**src/rtl/lifo_stack_pkg.sv**
```systemverilog
// Shared types for the LIFO stack: request decode and occupancy width helper.
// No logic, no latency.
// No flow control.
package stack_pkg;

    // Encoding matches {push, pop} so a plain cast decodes the request pair.
    typedef enum logic [1:0] {
        OP_NONE = 2'b00,
        OP_POP  = 2'b01,
        OP_PUSH = 2'b10,
        OP_SWAP = 2'b11
    } stack_op_t;

    function automatic int cnt_w(input int depth);
        return $clog2(depth + 1);
    endfunction

endpackage

```
**src/rtl/lifo_stack_if.sv**
```systemverilog
// Request/status bundle between the controller (master) and the stack (slave).
// No latency of its own.
// Strobe-only requests, no back-pressure.
interface lifo_stack_if #(
    parameter int WIDTH = 12,
    parameter int DEPTH = 8
);
    import stack_pkg::*;

    localparam int CW = cnt_w(DEPTH);

    logic [WIDTH-1:0] in;
    logic             push;
    logic             pop;
    logic             clear;
    logic [WIDTH-1:0] out;
    logic             out_valid;
    logic [WIDTH-1:0] top;
    logic [CW-1:0]    count;
    logic             empty;
    logic             full;
    logic             overflow;
    logic             underflow;

    modport master (
        output in, push, pop, clear,
        input  out, out_valid, top, count, empty, full, overflow, underflow
    );

    modport slave (
        input  in, push, pop, clear,
        output out, out_valid, top, count, empty, full, overflow, underflow
    );

endinterface

```
**src/rtl/lifo_stack_mem.sv**
```systemverilog
// WIDTH x DEPTH register array, one synchronous write port, one async read port.
// Write visible on the read port the cycle after the write edge.
// No flow control; contents are not reset.
module stack_mem #(
    parameter int WIDTH = 12,
    parameter int DEPTH = 8,
    parameter int AW    = $clog2(DEPTH)
) (
    input  logic             clk,
    input  logic             we,
    input  logic [AW-1:0]    waddr,
    input  logic [WIDTH-1:0] wdata,
    input  logic [AW-1:0]    raddr,
    output logic [WIDTH-1:0] rdata
);

    logic [WIDTH-1:0] mem [DEPTH];

    always_ff @(posedge clk) begin
        if (we) begin
            mem[waddr] <= wdata;
        end
    end

    assign rdata = mem[raddr];

endmodule

```
**src/rtl/lifo_stack.sv**
```systemverilog
// Parametrised LIFO stack over a circular register array (top/bottom pointers).
// Pop data and status registered, one-cycle latency; top peek is register-only.
// No back-pressure: one push/pop/replace per clock at any rate, full policy by OVERWRITE.
module lifo_stack #(
    parameter int WIDTH     = 12,
    parameter int DEPTH     = 8,
    parameter int OVERWRITE = 0
) (
    input  logic         clk,
    input  logic         rst,
    lifo_stack_if.slave  bus
);
    import stack_pkg::*;

    localparam int              CW       = cnt_w(DEPTH);
    localparam int              PW       = $clog2(DEPTH);
    localparam logic [PW-1:0]   PTR_LAST = PW'(DEPTH - 1);
    localparam logic [CW-1:0]   CNT_FULL = CW'(DEPTH);

    // wr_ptr is the next free slot; the live top sits one below it.
    logic [PW-1:0]    wr_ptr;
    logic [PW-1:0]    bot_ptr;
    logic [PW-1:0]    top_ptr;
    logic [CW-1:0]    count_q;
    logic [WIDTH-1:0] top_dat;
    logic [WIDTH-1:0] out_q;
    logic             out_vld_q;
    logic             ovf_q;
    logic             unf_q;
    logic             is_empty;
    logic             is_full;
    logic             mem_we;
    logic [PW-1:0]    mem_waddr;
    stack_op_t        op;

    function automatic logic [PW-1:0] ptr_inc(input logic [PW-1:0] p);
        return (p == PTR_LAST) ? '0 : p + 1'b1;
    endfunction

    function automatic logic [PW-1:0] ptr_dec(input logic [PW-1:0] p);
        return (p == '0) ? PTR_LAST : p - 1'b1;
    endfunction

    assign op       = stack_op_t'({bus.push, bus.pop});
    assign top_ptr  = ptr_dec(wr_ptr);
    assign is_empty = (count_q == '0);
    assign is_full  = (count_q == CNT_FULL);

    always_comb begin
        mem_we    = 1'b0;
        mem_waddr = wr_ptr;
        if (!rst && !bus.clear) begin
            case (op)
                OP_PUSH: begin
                    if (!is_full) begin
                        mem_we = 1'b1;
                    end else if (OVERWRITE != 0) begin
                        // When full the free slot is the oldest entry's slot.
                        mem_we    = 1'b1;
                        mem_waddr = bot_ptr;
                    end
                end
                OP_SWAP: begin
                    if (!is_empty) begin
                        mem_we    = 1'b1;
                        mem_waddr = top_ptr;
                    end
                end
                default: ;
            endcase
        end
    end

    stack_mem #(
        .WIDTH (WIDTH),
        .DEPTH (DEPTH),
        .AW    (PW)
    ) u_mem (
        .clk   (clk),
        .we    (mem_we),
        .waddr (mem_waddr),
        .wdata (bus.in),
        .raddr (top_ptr),
        .rdata (top_dat)
    );

    always_ff @(posedge clk) begin
        if (rst) begin
            wr_ptr    <= '0;
            bot_ptr   <= '0;
            count_q   <= '0;
            out_q     <= '0;
            out_vld_q <= 1'b0;
            ovf_q     <= 1'b0;
            unf_q     <= 1'b0;
        end else if (bus.clear) begin
            wr_ptr    <= '0;
            bot_ptr   <= '0;
            count_q   <= '0;
            out_vld_q <= 1'b0;
            ovf_q     <= 1'b0;
            unf_q     <= 1'b0;
        end else begin
            out_vld_q <= 1'b0;
            ovf_q     <= 1'b0;
            unf_q     <= 1'b0;
            case (op)
                OP_PUSH: begin
                    if (!is_full) begin
                        wr_ptr  <= ptr_inc(wr_ptr);
                        count_q <= count_q + 1'b1;
                    end else begin
                        ovf_q <= 1'b1;
                        if (OVERWRITE != 0) begin
                            wr_ptr  <= ptr_inc(wr_ptr);
                            bot_ptr <= ptr_inc(bot_ptr);
                        end
                    end
                end
                OP_POP: begin
                    if (!is_empty) begin
                        out_q     <= top_dat;
                        out_vld_q <= 1'b1;
                        wr_ptr    <= top_ptr;
                        count_q   <= count_q - 1'b1;
                    end else begin
                        unf_q <= 1'b1;
                    end
                end
                OP_SWAP: begin
                    // Empty replace-top degenerates to a pass-through.
                    out_q     <= is_empty ? bus.in : top_dat;
                    out_vld_q <= 1'b1;
                end
                default: ;
            endcase
        end
    end

    assign bus.out       = out_q;
    assign bus.out_valid = out_vld_q;
    assign bus.top       = is_empty ? '0 : top_dat;
    assign bus.count     = count_q;
    assign bus.empty     = is_empty;
    assign bus.full      = is_full;
    assign bus.overflow  = ovf_q;
    assign bus.underflow = unf_q;

    a_count_range: assert property (@(posedge clk) disable iff (rst)
        count_q <= CNT_FULL);
    a_full_ptrs: assert property (@(posedge clk) disable iff (rst)
        is_full |-> (wr_ptr == bot_ptr));

endmodule

```
**src/flat_wrapper.sv**
```systemverilog
// flat-port wrapper written by rule: the top's interface ports become plain ports
module lifo_stack_flat import stack_pkg::*;
#(
    parameter int WIDTH     = 12,
    parameter int DEPTH     = 8,
    parameter int OVERWRITE = 0
)
  (clk, rst, bus_in, bus_push, bus_pop, bus_clear, bus_out, bus_out_valid, bus_top, bus_count, bus_empty, bus_full, bus_overflow, bus_underflow);
  lifo_stack_if #(.WIDTH(WIDTH), .DEPTH(DEPTH)) bus_i ();
  input  logic clk;
  input  logic rst;
  input wire logic [$bits(bus_i.in)-1:0] bus_in;
  input wire logic [$bits(bus_i.push)-1:0] bus_push;
  input wire logic [$bits(bus_i.pop)-1:0] bus_pop;
  input wire logic [$bits(bus_i.clear)-1:0] bus_clear;
  output wire logic [$bits(bus_i.out)-1:0] bus_out;
  output wire logic [$bits(bus_i.out_valid)-1:0] bus_out_valid;
  output wire logic [$bits(bus_i.top)-1:0] bus_top;
  output wire logic [$bits(bus_i.count)-1:0] bus_count;
  output wire logic [$bits(bus_i.empty)-1:0] bus_empty;
  output wire logic [$bits(bus_i.full)-1:0] bus_full;
  output wire logic [$bits(bus_i.overflow)-1:0] bus_overflow;
  output wire logic [$bits(bus_i.underflow)-1:0] bus_underflow;
  assign bus_i.in = bus_in;
  assign bus_i.push = bus_push;
  assign bus_i.pop = bus_pop;
  assign bus_i.clear = bus_clear;
  assign bus_out = bus_i.out;
  assign bus_out_valid = bus_i.out_valid;
  assign bus_top = bus_i.top;
  assign bus_count = bus_i.count;
  assign bus_empty = bus_i.empty;
  assign bus_full = bus_i.full;
  assign bus_overflow = bus_i.overflow;
  assign bus_underflow = bus_i.underflow;
  lifo_stack #(.WIDTH(WIDTH), .DEPTH(DEPTH), .OVERWRITE(OVERWRITE)) u_core (.clk(clk), .rst(rst), .bus(bus_i));
endmodule
```
**config.mk**
```make
export PLATFORM = sky130hd
export DESIGN_NAME = lifo_stack_flat
export DESIGN_NICKNAME = d
export VERILOG_FILES = /design/src/rtl/lifo_stack_pkg.sv /design/src/rtl/lifo_stack_if.sv /design/src/rtl/lifo_stack_mem.sv /design/src/rtl/lifo_stack.sv /design/src/flat_wrapper.sv
export SDC_FILE = /design/constraint.sdc
export NUM_CORES = 1
export LEC_CHECK = 0
export CAP_MARGIN = 10
export CORE_MARGIN = 5
export CORE_UTILIZATION = 45
export CTS_CLUSTER_SIZE = 16
export DETAILED_ROUTE_END_ITERATION = 8
export HOLD_SLACK_MARGIN = 0.03
export PLACE_DENSITY_LB_ADDON = 0.3
export SLEW_MARGIN = 20
export SYNTH_ARGS = -nofsm -noshare
export SYNTH_HDL_FRONTEND = slang
export SYNTH_SLANG_ARGS = --single-unit
```
**constraint.sdc**
```tcl
create_clock -name clk -period 4 [get_ports clk]
set_input_delay 0.8 -clock clk [delete_from_list [all_inputs] [get_ports clk]]
set_output_delay 0.8 -clock clk [all_outputs]
set_load 0.005 [all_outputs]
```
==> metrics.md <==
| Metric | Value |
|---|---|
| DRT antenna net count | `0` |
| Remaining global-route overflow | `0` |
| Seq/Total Area, Yosys | `around two thirds` |
| Cells after DPL | `528` |
| Overall routing resource usage | `a little under a fifth` |
| CTS Root Cell | `clkbuf_8` |
| Synth warn | `0` |
| Unrepaired setup endpoints after global routing | `false` |
| First drt pass iteration count | `5` |
| Vias in the first global route | `3260` |
| Buffers added on ports | `49` |
| Slew Limit Fails | `0` |
| Worst slew pin tran | `0.697 ns` |
| Slew headroom | `a little over half` |
| Via count | `~3100` |
| DR WL/cell | `approximately 21 um` |
| Tmin final | `about 3.8 ns` |
| FF/Latch Area | `approximately 0.0033 mm2` |
| Drt total wl | `approximately 12000 um` |
| Initial antenna violation count | `0` |
| Reg2Reg Depth | `6` |
| DRC | `0` |
| Area leader, netlist | `edfxtp_1` |
| Total leakage power | `around 2.2 nW` |
| Final Skew | `about 0.0073 ns` |
| Pin count of the biggest net entering global routing | `25` |
| Final setup violation count | `0` |
| Clk_lat worst skew | `about 0.5 ns` |
| H-tree depth | `4` |
| Layout cells sized above 1 | `between 20 and 25%` |
| Outcome | `finished clean` |
| Setup TNS | `0 ns` |
| HP Class | `flop to flop` |
| Most frequent cell after synthesis | `edfxtp_1` |
| Syn_area_per_cell | `roughly 15 um2` |
| Global-route wire length before repair | `~18000 um` |
| Hold depth | `2` |
| Main synth FF type | `edfxtp_1` |
| Critical path launch point type | `flop` |
| DR vias/cell | `~5.5` |
| Chip Width | `116 um` |
| Die ar. | `around 0.013 mm2` |
| Gate Count Post-Synth | `approximately 330` |
| Top sig layer | `met4` |
| Power per Cell Area | `roughly 480 mW/mm2` |
| CTS Sinks | `118` |
| Core area | `roughly 0.011 mm2` |
| Inserted Diodes | `0` |
| Routed wl met2 | `around 5800 um` |
| Synth top area share | `57.3%` |
| Max Freq | `261 MHz` |
| Period Utilization, post-route | `between 90% and 100%` |
| Reg2reg end | `u_core.u_mem.mem[7][6]$_DFFE_PP_` |
| WP data required | `~3.2 ns` |
| # IOs | `50` |
| Critical-path top delay cell | `mux4_2` |
| Number of enable flip-flop cells after synthesis | `96` |
| DRT iter0 DRCs | `approximately 240` |
| Initial Util | `between 40% and 50%` |
| Area of the multi-input gates | `around 0.0016 mm2` |
| Worst path max stage delay | `0.51 ns` |
| Cell Chain, Critical Path | `inv_1, ha_2, nor3_4, a21oi_4, buf_12, buf_4, mux4_2, mux2i_1, nor2_1, clkdlybuf4s50_1` |
| R2R setup slack | `about 1.3 ns` |
| Worst Path Buf+Inv | `4` |
| Critical path class | `flop to output pin` |
| Synth top area cells | `edfxtp_1 (57%), mux4_2 (9.9%), dfxtp_1 (8.8%), a21oi_1 (3.2%), nor2_1 (3.1%)` |
| Routed met3 length | `879 um` |
| RR Startpoint | `u_core.bus.count[0]$_SDFFE_PP0P_` |
| Area grow syn2layout | `27.5%` |
| Crit path DAT | `about 3.0 ns` |
| HPWL after DPL | `approximately 7200 um` |
| Worst Hold End | `u_core.bus.out[7]$_SDFFE_PP0P_` |
| Max-Cap Viols | `0` |
| RePlAce Congestion | `between 0.8 and 0.9` |
| Worst-case vdd ir drop | `0.299 mV` |
| Async SR Flop Fraction | `0%` |
| Final hold vios | `0` |
| Row count | `38` |
| Post-Syn Area | `0.00503 mm2` |
| Syn_nets | `361` |
| Inserted Clock Buffers | `17` |
| # fillers | `approximately 800` |
| Max FO, Critical Path | `6` |
| Final net count | `around 440` |
| Longest Clk Path Bufs | `2` |
| Top delay family on crit path | `buffers and inverters` |
| CTS tree | `done` |
| Metal1 wirelength | `4810 um` |
| Critical Path End Type | `output pin` |
| Finished Layout Cells | `around 570` |
| CTS clock-pin slew for the worst setup and hold paths | `roughly 0.060 ns` |
| Netlist cell types | `38` |
| Placed cell areas | `between 0.005 and 0.006 mm2` |
| Die Y | `~120 um` |
| Synth cell count leaders | `edfxtp_1 (96), nor2_1 (42), a21oi_1 (32)` |
| Startpoint of the worst hold path | `u_core.bus.out[7]$_SDFFE_PP0P_` |
| Synth Register Bits | `~120` |
| Hold Buf Count CTS | `0` |
| Design area | `0.00641 mm2` |
placed cells by master, fill, tap and decap left out, types with 2 or more instances in the layout:
cell type         n
ha_1              7
clkinvlp_4        5
clkinv_4          2
mux2i_2           3
inv_1             7
xnor2_1           3
a22oi_1           2
nor2_1           42
buf_4            26
and3_1            3
clkbuf_16        16
clkinv_1          3
edfxtp_1         96
mux4_1            2
nand3_1           2
a21oi_1          32
a31oi_1          15
o21ai_0           4
bufinv_16         2
nand2_1          19
a21o_1            2
inv_6             4
nor3_1            4
a21oi_4           2
mux4_2           22
dfxtp_1          21
clkdlybuf4s50_1  49
mux2i_1          10
report_power, final:
group	switching, mW	internal [mW]
Combinational	0.150	0.137
Clock	0.550	0.886
Sequential	0.0111	1.34
Total	0.711	2.36
metal layers:
layer | global-route usage, % | vias to the layer above
met4 | 5.03 | 0
li1 | - | 1440
met1 | 24.3 | 1539
met2 | 29.5 | 119
met3 | 5.22 | 13
met5 | 0 | -
final cells by class:
type	instances	area share, %
sequential	118	51.8
multi-input combinational	190	25.0
timing repair buffer	76	11.0
clock buffer	17	6.46
tap	140	2.73
clock inverter	15	2.38
inverter	9	0.605
flip-flops by register name, summed over array words and instances (netlist names):
register	count
u_core.bus.underflow	1
u_core.bus.overflow	1
u_core.bus.count	4
u_core.u_mem.mem	96
u_core.bus.out	12
u_core.bus.out_valid	1
u_core.wr_ptr	3
stage by stage:
step / hold slack, ns / total power, mW / util, % / setup slack [ns]
after detailed placement: 0.485 / 1.65 / 52.9 / 0.231
final: 0.494 / 3.08 / 58.9 / 0.164
after global routing: 0.516 / 3.18 / 58.9 / 0.00412
after CTS: 0.493 / 3.10 / 58.7 / 0.00199
after global placement: 0.477 / 1.65 / 52.9 / 0.283
after floorplan: 0.479 / 1.54 / - / 1.10
timing repair:
action / in CTS / in global routing
endpoints found under the setup margin: 12 / 12
resized for setup: 3 / 6
setup buffers: 5 / 0
pin swaps: 1 / 0
kinds of logic after synthesis:
kind of cell             after synthesis  share of synthesized area [%]
flip-flops                           118                           66.1
buffers and inverters                 26                           2.94
AND/OR/NAND/NOR                       78                           6.99
adder cells (fa/ha/maj)               10                           2.64
XOR/XNOR                               3                          0.522
multiplexers                          38                           13.7
AO/OA/AOI/OAI                         61                           7.14
how the worst max path moves through the flow:
stage	depth (start not counted)	end	slack (ns)	start
floorplan	7	bus_top[10]	1.10	u_core.wr_ptr[0]$_SDFFE_PP0P_
global placement	8	bus_top[2]	0.28	u_core.wr_ptr[0]$_SDFFE_PP0P_
CTS	10	bus_top[0]	0.002	u_core.wr_ptr[0]$_SDFFE_PP0P_
global route	10	bus_top[4]	0.004	u_core.wr_ptr[0]$_SDFFE_PP0P_
finish	10	bus_top[0]	0.16	u_core.wr_ptr[0]$_SDFFE_PP0P_
detailed placement	8	bus_top[0]	0.23	u_core.wr_ptr[0]$_SDFFE_PP0P_
worst register-to-register path: stages (launching register included):
cell and delay, ns:
dfxtp_1 0.36, or4_4 0.70, and3_4 0.27, nor3_1 0.30, a22oi_1 0.21, nor2_1 0.30
buf_4 0.29
Note: power is estimated with default switching activity, not from simulation.
